### src/rtl/cache_set_assoc.sv
// N-way set-associative tag/lookup model with true-LRU replacement, flush and
// saturating hit/miss statistics. One lookup per cycle, response one cycle later.
module cache_set_assoc #(
  parameter int ADDR_W   = 11,
  parameter int OFFSET_W = 4,
  parameter int SET_W    = 3,
  parameter int WAYS     = 2,
  parameter int CNT_W    = 16,
  parameter logic [ADDR_W-1:0] MISS_DATA = 11'h3F3
) (
  input  logic                                   clk,
  input  logic                                   rst,
  input  logic                                   read,
  input  logic [ADDR_W-1:0]                      addr,
  input  logic                                   flush,
  input  logic                                   clr_stats,
  output logic                                   resp_valid,
  output logic                                   hit,
  output logic [((WAYS > 1) ? $clog2(WAYS) : 1)-1:0] way,
  output logic [ADDR_W-1:0]                      read_data,
  output logic [CNT_W-1:0]                       hit_count,
  output logic [CNT_W-1:0]                       miss_count
);

  localparam int TAG_W = ADDR_W - OFFSET_W - SET_W;
  localparam int SETS  = 1 << SET_W;
  localparam int WAY_W = (WAYS > 1) ? $clog2(WAYS) : 1;

  logic [WAYS-1:0]  valid_q [SETS];
  logic [TAG_W-1:0] tag_q   [SETS][WAYS];
  logic [WAY_W-1:0] age_q   [SETS][WAYS];

  logic [SET_W-1:0] set_idx;
  logic [TAG_W-1:0] addr_tag;
  logic             hit_any;
  logic             inv_any;
  logic [WAY_W-1:0] hit_way;
  logic [WAY_W-1:0] inv_way;
  logic [WAY_W-1:0] lru_way;
  logic [WAY_W-1:0] acc_way;
  logic [WAY_W-1:0] acc_age;

  assign set_idx  = addr[OFFSET_W +: SET_W];
  assign addr_tag = addr[ADDR_W-1 -: TAG_W];

  // Victim priority: matching way, else lowest invalid way, else oldest way.
  always_comb begin
    hit_any = 1'b0;
    inv_any = 1'b0;
    hit_way = '0;
    inv_way = '0;
    lru_way = '0;
    for (int unsigned w = 0; w < WAYS; w++) begin
      if (valid_q[set_idx][w] && (tag_q[set_idx][w] == addr_tag)) begin
        hit_any = 1'b1;
        hit_way = WAY_W'(w);
      end
      if (!valid_q[set_idx][w] && !inv_any) begin
        inv_any = 1'b1;
        inv_way = WAY_W'(w);
      end
      if (age_q[set_idx][w] == WAY_W'(WAYS - 1)) lru_way = WAY_W'(w);
    end
    acc_way = hit_any ? hit_way : (inv_any ? inv_way : lru_way);
    acc_age = age_q[set_idx][acc_way];
  end

  always_ff @(posedge clk) begin
    if (rst) begin
      for (int unsigned s = 0; s < SETS; s++) begin
        valid_q[s] <= '0;
        for (int unsigned w = 0; w < WAYS; w++) begin
          tag_q[s][w] <= '0;
          age_q[s][w] <= WAY_W'(w);
        end
      end
      resp_valid <= 1'b0;
      hit        <= 1'b0;
      way        <= '0;
      read_data  <= '0;
      hit_count  <= '0;
      miss_count <= '0;
    end else begin
      resp_valid <= 1'b0;
      if (flush) begin
        for (int unsigned s = 0; s < SETS; s++) valid_q[s] <= '0;
      end else if (read) begin
        resp_valid                <= 1'b1;
        hit                       <= hit_any;
        way                       <= acc_way;
        read_data                 <= hit_any ? addr : MISS_DATA;
        valid_q[set_idx][acc_way] <= 1'b1;
        tag_q[set_idx][acc_way]   <= addr_tag;
        // Ages stay a permutation: only ways younger than the accessed one age.
        for (int unsigned w = 0; w < WAYS; w++) begin
          if (WAY_W'(w) == acc_way)
            age_q[set_idx][w] <= '0;
          else if (age_q[set_idx][w] < acc_age)
            age_q[set_idx][w] <= age_q[set_idx][w] + WAY_W'(1);
        end
      end

      if (clr_stats) begin
        hit_count  <= '0;
        miss_count <= '0;
      end else if (read && !flush) begin
        if (hit_any) begin
          if (hit_count != '1) hit_count <= hit_count + CNT_W'(1);
        end else begin
          if (miss_count != '1) miss_count <= miss_count + CNT_W'(1);
        end
      end
    end
  end

endmodule

### config.mk
export PLATFORM = sky130hd
export DESIGN_NAME = cache_set_assoc
export DESIGN_NICKNAME = d
export VERILOG_FILES = /design/src/rtl/cache_set_assoc.sv
export SDC_FILE = /design/constraint.sdc
export NUM_CORES = 1
export LEC_CHECK = 0
export BUFFER_PORTS_ARGS = -buffer_cell sky130_fd_sc_hd__buf_2
export CAP_MARGIN = 20
export CORE_MARGIN = 2
export CORE_UTILIZATION = 55
export DETAILED_ROUTE_END_ITERATION = 12
export GPL_ROUTABILITY_DRIVEN = 0
export PLACE_DENSITY = 0.75
export SYNTH_ARGS = -nofsm -noshare
export SYNTH_HDL_FRONTEND = slang
export SYNTH_SLANG_ARGS = --single-unit
### constraint.sdc
create_clock -name clk -period 3.9 [get_ports clk]
set_clock_uncertainty 0.05 [all_clocks]
set_input_delay 0.78 -clock clk [delete_from_list [all_inputs] [get_ports clk]]
set_output_delay 0.78 -clock clk [all_outputs]
set_load 0.005 [all_outputs]
# [Word-level counts from Yosys, hierarchy flattened]
# Memory sizes are Yosys's and may differ from the RTL's.
# Cells that the tools add are included.
[totals] register_bits=46 latchBits=0 ramBits=96 romBits=0 input_bits=16 output_inout_bits=46 wordCells=119 n_memories=3
[memory_table] name="tag_q" depth=8 word_bits=8 rd=1 rd_clocked_by_memory_dff=0 wr=8 line_no="30" text="logic [TAG_W-1:0] tag_q [SETS][WAYS];"
[memory_table] name="age_q" depth=8 word_bits=2 rd=1 rd_clocked_by_memory_dff=0 wr=8 line_no="31" text="logic [WAY_W-1:0] age_q [SETS][WAYS];"
[memory_table] name="valid_q" depth=8 word_bits=2 rd=1 rd_clocked_by_memory_dff=0 wr=8 line_no="29" text="logic [WAYS-1:0] valid_q [SETS];"
[classes] add_sub_neg=4 multipliers=0 div_mod_pow=0 n_lt_le_gt_ge=6 n_eq_ne=4 shifts=0 muxes=68 bitwise_logic=13 reduce_logical=15
[op_table] op="$mux 1" n=45
[op_table] op="$add 16x1->16 const B" n=2
[op_table] op="$ne 16x16->1 const B" n=2
[op_table] op="$mux 2" n=13
[op_table] op="$mux 8" n=3
[op_table] op="$mux 11" n=1
[op_table] op="$or 1x1->1" n=10
[op_table] op="$mux 3" n=3
[op_table] op="$eq 4x4->1" n=2
[op_table] op="$reduce_or 8->1" n=1
[op_table] op="$logic_and 1x1->1" n=6
[op_table] op="$reduce_and 3->1" n=2
[op_table] op="$reduce_or 2->1" n=3
[op_table] op="$demux 4 s1" n=1
[op_table] op="$mux 4" n=1
[op_table] op="$add 1x1->1 const B" n=2
[op_table] op="$ge 2x2->1 const B" n=1
[op_table] op="$logic_not 1->1" n=2
[op_table] op="$lt 1x1->1" n=2
[op_table] op="$lt 1x2->1 const B" n=1
[op_table] op="$lt 2x1->1 const B" n=1
[op_table] op="$not 1->1" n=2
[op_table] op="$not 1->2" n=1
[op_table] op="$reduce_and 2->1" n=1
[op_table] op="other kinds (2)" n=2

# [Longest topological paths before layout]
# Gate-level depths: netlist of the first run.
# An unclocked memory read counts as a cell.
[depth] word_depth=20 mapped_depth=13 mapped_depth_nobuf=8

# [Worst setup path after synthesis of the first run]
# No wires, ideal clock.
[synth_path] path_type="input -> register" from="input addr[4]" to="memory tag_q[0][0] (netlist name) (enable)" setup_ns=0.308 arrival_time_ns=2.983 t_required_ns=3.542 slack_ns=0.559 stages=11 n_path_buf=3 cell_sequence="buf_6 -> buf_2 -> mux2i_1 -> mux4_2 -> xnor2_1 -> nor4_1 -> nand2_2 -> o31ai_2 -> buf_2 -> nand2_1 -> nand2_1"
[synth_lines] element="from (decl)" line_no="14" text="input logic [ADDR_W-1:0] addr,"
[synth_lines] element="to (decl)" line_no="30"

==> results.sh, run 1 <==
export IMPL_status="finished, final reports clean"
export IMPL_r2r_cells=8
export IMPL_layout_min_cycle_time_ps=3530
export IMPL_critPathLaunchType="input pin"
export IMPL_initial_core_util_pct=56.6
export IMPL_setup_viol=0
export IMPL_crit_chain="buf_2, and2_0, a32oi_1, nand4_1, and3b_1, nor3b_1, o31ai_4, buf_4, o21ai_0"
export IMPL_yosys_top_cells_count="edfxtp_1 (79), nor2_1 (69), dfxtp_1 (63), nand2_1 (61), nor3_1 (30)"
export IMPL_syn_area_per_cell_um2=10.4
export IMPL_slew_viol_final=0
export IMPL_synth_edff_count=79
export IMPL_synthCells=655
export IMPL_drive_gt1_share_pct=21.2
export IMPL_routedWlPerCell_um=19.9
export IMPL_required_ps=3910
export IMPL_cts_setup_buffers=0
export IMPL_firstDrtPassIters=5
export IMPL_cpMaxStageDelayCell="and2_0"
export IMPL_nNetsFinal=735
export IMPL_vias=5569
export IMPL_min_path_type="flip-flop to flip-flop"
export IMPL_cts_root_buf="clkbuf_16"
export IMPL_core_area_um2=12100
export IMPL_synth_top_area_share_pct=34.7
export IMPL_critPathCaptureType="flip-flop"
export IMPL_antenna_found_initial=0
export IMPL_worst_path_max_fanout=34
export IMPL_synth_most_common_cell="edfxtp_1"
export IMPL_cts_buffer_depth=2
export IMPL_synth_area_leader_cell="edfxtp_1"
export IMPL_areaGrowthSynthToFinish_pct=16.6
export IMPL_rrSetupSlack_ps=880
export IMPL_p_leak_nw=3.25
export IMPL_cts_sinks=142
export IMPL_drt_iter0_drc=680
export IMPL_drc=0
export IMPL_min_to="valid_q[1][1]"
export IMPL_htree_num_levels=4
export IMPL_yosysSeqAreaShare_pct=53.2
export IMPL_place_area_um2=7340
export IMPL_r2r_start="tag_q[1][5]"
export IMPL_routed_wl_mm=17.9
export IMPL_stdcell_count=898
export IMPL_grt_max_degree=35
export IMPL_viasPerCell=6.20
export IMPL_synth_ff_type="edfxtp_1"
export IMPL_grt_use_met2_pct=45.0
export IMPL_top_usage_layer="met2"
export IMPL_die_height_um=115
export IMPL_min_from="valid_q[1][1]"
export IMPL_vdd_drop_max_v=0.000264
export IMPL_p_total_mw=3.58
export IMPL_rsz0062_at_grt="no"
export IMPL_dp_cells=866
export IMPL_n_antenna_cell=0
export IMPL_cts_reportedPaths_clkPinSlew_ps=60
export IMPL_hold_buffers=0
export IMPL_post_cts_resized=0
export IMPL_grt_pass1_wl_mm=28.2
export IMPL_grtUsageMet1_pct=36.2
export IMPL_grt_util_all_layers_pct=27.8
export IMPL_ant_nets=0
export IMPL_gr_total_overflow=0
export IMPL_hold_viol=0
export IMPL_powerDensity_nw_per_um2=450
export IMPL_yosys_warnings=0
export IMPL_grt_use_met3_pct=7.43
export IMPL_io_pins=62
export IMPL_synth_top_cells_by_area="edfxtp_1 (35%), dfxtp_1 (18%), mux2i_1 (4.0%), nor2_1 (3.8%), nand2_1 (3.4%)"
export IMPL_die_w_um=115
export IMPL_dpl_hpwl_mm=12.6
export IMPL_min_path_cells=2
export IMPL_synth_fp_nets=673
export IMPL_cts_tree="yes"
export IMPL_synth_seq_cells=142
export IMPL_cap_viol_max_count=0
export IMPL_worstMarginPinSlew_ps=967
export IMPL_synth_cell_type_count=70
export IMPL_slew_headroom_pct=35.0
export IMPL_rows=40
export IMPL_netlist_area_um2=6830
export IMPL_design_die_area_um2=13300
export IMPL_arrival_ps=3540
export IMPL_port_buffers=61
export IMPL_rr_endpoint="tag_q[0][5]"
export IMPL_first_global_vias=5329
export IMPL_period_share_pct=90.6
export IMPL_clkLatencyLatePin_ps=430
export IMPL_synthArstFlopShare_pct=0
export IMPL_cts_buffers=17
export IMPL_path_class="input pin to flip-flop"
export IMPL_fin_area_um2=7960
export IMPL_fmax_ghz=0.283
export IMPL_max_stage_delay_ps=520
## metrics by stage
stage | setup TNS (ps) | hold WS, ps | util [%] | setup slack (ps)
6_report | 0 | 393 | 66.0 | 368
3_3_place_gp | 0 | 377 | 60.8 | 28.8
2_1_floorplan | 0 | 364 | - | 559
5_1_grt | 0 | 412 | 66.0 | 112
3_5_place_dp | -63.6 | 383 | 60.8 | -15.9
4_1_cts | 0 | 392 | 66.0 | 412
## registers in the layout, summed over array words and instances (netlist names)
signal      count
valid_q        16
hit             1
hit_count      16
read_data      11
resp_valid      1
way             1
tag_q          64
age_q          16
miss_count     16
## worst max path at each step
| stage | depth (start not counted) | from | endpoint |
|---|---|---|---|
| after detailed placement | 10 | addr[6] | tag_q[0][5] |
| after global routing | 10 | addr[6] | tag_q[2][7] |
| after CTS | 10 | addr[6] | tag_q[0][5] |
| after global placement | 8 | addr[6] | tag_q[6][6] |
| final | 9 | addr[6] | tag_q[0][5] |
| after floorplan | 11 | addr[4] | tag_q[0][0] |
## final cells by class
cell class                      instances  area [um^2]
Clock buffer                           17          425
Clock inverter                         15          196
Fill cell                             933         4100
Inverter                                9         33.8
Multi-Input combinational cell        459         2930
Sequential cell                       142         3630
Tap cell                              168          210
Timing Repair Buffer                   88          533
## kinds of logic (layout without fill, tap and decap cells)
| kind of cell | after synthesis | count (layout) | share of synthesized area [%] |
|---|---|---|---|
| and+or+nand+nor | 278 | 278 | 20.6 |
| muxes | 43 | 43 | 7.48 |
| AOI/OAI and AO/OA | 129 | 129 | 13.4 |
| adders and majority gates | 2 | 2 | 0.366 |
| xor gates and xnor gates | 7 | 7 | 0.898 |
| DFF | 142 | 142 | 53.2 |
| buffers and inverters | 54 | 129 | 4.03 |
## cells in the final DEF, fill, tap and decap left out, drive strengths merged, types with 6 or more instances in the layout
master and n:
buf 88, edfxtp 79, nor2 69, dfxtp 63, nand2 62, nor3 30
o21ai 29, mux2i 27, a21oi 25, nand3 22, and3 19, or3 19
clkbuf 17, and2 12, mux2 11, nand4 9, a21o 9, a221oi 9
clkinv 8, inv 7, xnor2 7, a21boi 7, nor2b 6
## where the power goes
group | internal, mW | total [mW] | switching, mW
Sequential | 1.61 | 1.63 | 0.0151
Combinational | 0.0896 | 0.255 | 0.165
Clock | 1.06 | 1.70 | 0.634
Total | 2.77 | 3.58 | 0.815
## critical path: cells and delay by family
kind / cells / cell delay [ps]
AND/OR/NAND/NOR: 4 / 1150
AO/OA/AOI/OAI: 3 / 850
buffers and inverters: 2 / 730
## routing by layer
metal | part of all wire (%) | vias up
met2 | 48 | 294
met4 | 2.6 | 0
met5 | 0 | -
met1 | 41 | 2653
met3 | 8.5 | 51
li1 | - | 2571
Power figures use the tool's default switching activity.
==> run 2, diff against run 1 <==
--- a/config.mk
+++ b/config.mk
@@ -12,6 +12,7 @@
 export DETAILED_ROUTE_END_ITERATION = 12
 export GPL_ROUTABILITY_DRIVEN = 0
 export PLACE_DENSITY = 0.75
+export RECOVER_POWER = 50
 export SYNTH_ARGS = -nofsm -noshare
 export SYNTH_HDL_FRONTEND = slang
 export SYNTH_SLANG_ARGS = --single-unit
==> run 2 against run 1 <==
Clock-buffer cell count stayed put. Clock power hardly changed. Routed wire length is 0.41% higher.
==> results.sh, run 2 (same netlist as run 1, synthesis figures left out) <==
export IMPL_vdd_drop_max_v=0.000264
export IMPL_worstMarginPinSlew_ps=1050
export IMPL_crit_chain="buf_2, buf_4, nor2b_1, a22o_1, a21oi_1, buf_4, or4b_4, a21oi_2, a311oi_1, a41o_1"
export IMPL_p_leak_nw=3.12
export IMPL_powerDensity_nw_per_um2=453
export IMPL_first_global_vias=5329
export IMPL_die_w_um=115
export IMPL_setup_viol=0
export IMPL_rows=40
export IMPL_arrival_ps=3900
export IMPL_htree_num_levels=4
export IMPL_status="finished, final reports clean"
export IMPL_cts_reportedPaths_clkPinSlew_ps=60
export IMPL_largest_register_ffs=64
export IMPL_slew_headroom_pct=29.7
export IMPL_areaGrowthSynthToFinish_pct=15.5
export IMPL_antenna_found_initial=0
export IMPL_period_share_pct=93.1
export IMPL_min_path_cells=2
export IMPL_grt_max_degree=35
export IMPL_r2r_start="tag_q[1][5]"
export IMPL_hold_viol=0
export IMPL_final_util_pct=65.4
export IMPL_startpoint="addr[6]"
export IMPL_slew_viol_final=0
export IMPL_core_area_um2=12100
export IMPL_p_switching_mw=0.813
export IMPL_viasPerCell=6.23
export IMPL_vias=5596
export IMPL_fin_area_um2=7890
export IMPL_pwr_share_seq_pct=45.5
export IMPL_cap_viol_max_count=0
export IMPL_die_height_um=115
export IMPL_n_antenna_cell=0
export IMPL_top_register="tag_q"
export IMPL_cts_buffers=17
export IMPL_path_class="input pin to flip-flop"
export IMPL_nNetsFinal=735
export IMPL_routed_wl_mm=17.9
export IMPL_drive_gt1_share_pct=16.7
export IMPL_sw_frac_of_total_pct=22.7
export IMPL_drt_iter0_drc=737
export IMPL_r2r_cells=8
export IMPL_cts_sinks=142
export IMPL_critPathLaunchType="input pin"
export IMPL_clkLatencyLatePin_ps=420
export IMPL_fmax_ghz=0.275
export IMPL_grt_util_all_layers_pct=27.8
export IMPL_layout_min_cycle_time_ps=3630
export IMPL_cpMaxStageDelayCell="a21oi_2"
export IMPL_grt_pass1_wl_mm=28.2
export IMPL_min_path_type="flip-flop to flip-flop"
export IMPL_cts_root_buf="clkbuf_16"
export IMPL_routedWlPerCell_um=20.0
export IMPL_p_int_mw=2.76
export IMPL_gr_total_overflow=0
export IMPL_initial_core_util_pct=56.6
export IMPL_worst_path_max_fanout=27
export IMPL_fin_hold_ws_ps=392
export IMPL_layout_commonest_cell="edfxtp_1"
export IMPL_max_stage_delay_ps=570
export IMPL_cts_tree="yes"
export IMPL_drc=0
export IMPL_post_cts_resized=0
export IMPL_hold_buffers=0
export IMPL_combPwrFrac_pct=7.1
export IMPL_rsz0062_at_grt="no"
export IMPL_cts_setup_buffers=0
export IMPL_clkPwrFrac_pct=47.4
export IMPL_io_pins=62
export IMPL_design_die_area_um2=13300
export IMPL_cts_buffer_depth=2
export IMPL_min_from="valid_q[1][1]"
export IMPL_required_ps=4170
export IMPL_crit_path_frequent_cell="buf_4"
export IMPL_final_cell_mix="edfxtp_1 (79), nor2_1 (69), dfxtp_1 (63)"
export IMPL_port_buffers=61
export IMPL_firstDrtPassIters=5
export IMPL_ant_nets=0
export IMPL_dpl_hpwl_mm=12.6
export IMPL_critPathCaptureType="flip-flop"
export IMPL_place_area_um2=7340
## run 2: layout make-up
type                    count  area [um^2]
inverters                   9         33.8
multi-input cells         459         2920
clock buffers              17          425
well taps                 168          210
repair buffers             88          469
clock inverters            15          196
flip-flops and latches    142         3630
fillers                   960         4170
## run 2: layer usage
layer | up-vias | wire length (um) | global-route usage (%)
met3 | 47 | 1490 | 7.43
met5 | - | 0 | 0
li1 | 2575 | - | -
met4 | 0 | 442 | 10.0
met2 | 302 | 8570 | 45.0
met1 | 2672 | 7430 | 36.2
## run 2: worst paths after layout
path,endpoint,slack [ps]
max reg2reg,hit_count[2],850
min reg2reg,valid_q[1][1],390
max,hit_count[2],270
min,valid_q[1][1],390
## run 2: power groups by stage
| stage | Clock (mW) | Sequential (mW) | Combinational (mW) |
|---|---|---|---|
| 3_3_place_gp | 0 | 1.66 | 0.240 |
| 6_report | 1.70 | 1.63 | 0.253 |
| 5_1_grt | 1.76 | 1.63 | 0.272 |
| 3_5_place_dp | 0 | 1.66 | 0.248 |
| 4_1_cts | 1.70 | 1.63 | 0.251 |
| 2_1_floorplan | 0 | 1.65 | 0.173 |
## run 2: per-stage QoR
step	TNS, ps	cells	worst slack (ps)	total power [mW]
after CTS	0	898	412	3.58
final	0	898	270	3.58
after global placement	0	866	28.8	1.90
after floorplan	0	655	559	1.83
after global routing	0	898	62.6	3.66
after detailed placement	-63.6	866	-15.9	1.91
## run 2: worst max-delay path, delay by kind of cell
family	cells	cell delay [ps]
AO/OA/AOI/OAI	5	1260
buffers and inverters	3	950
AND/OR/NAND/NOR	2	870
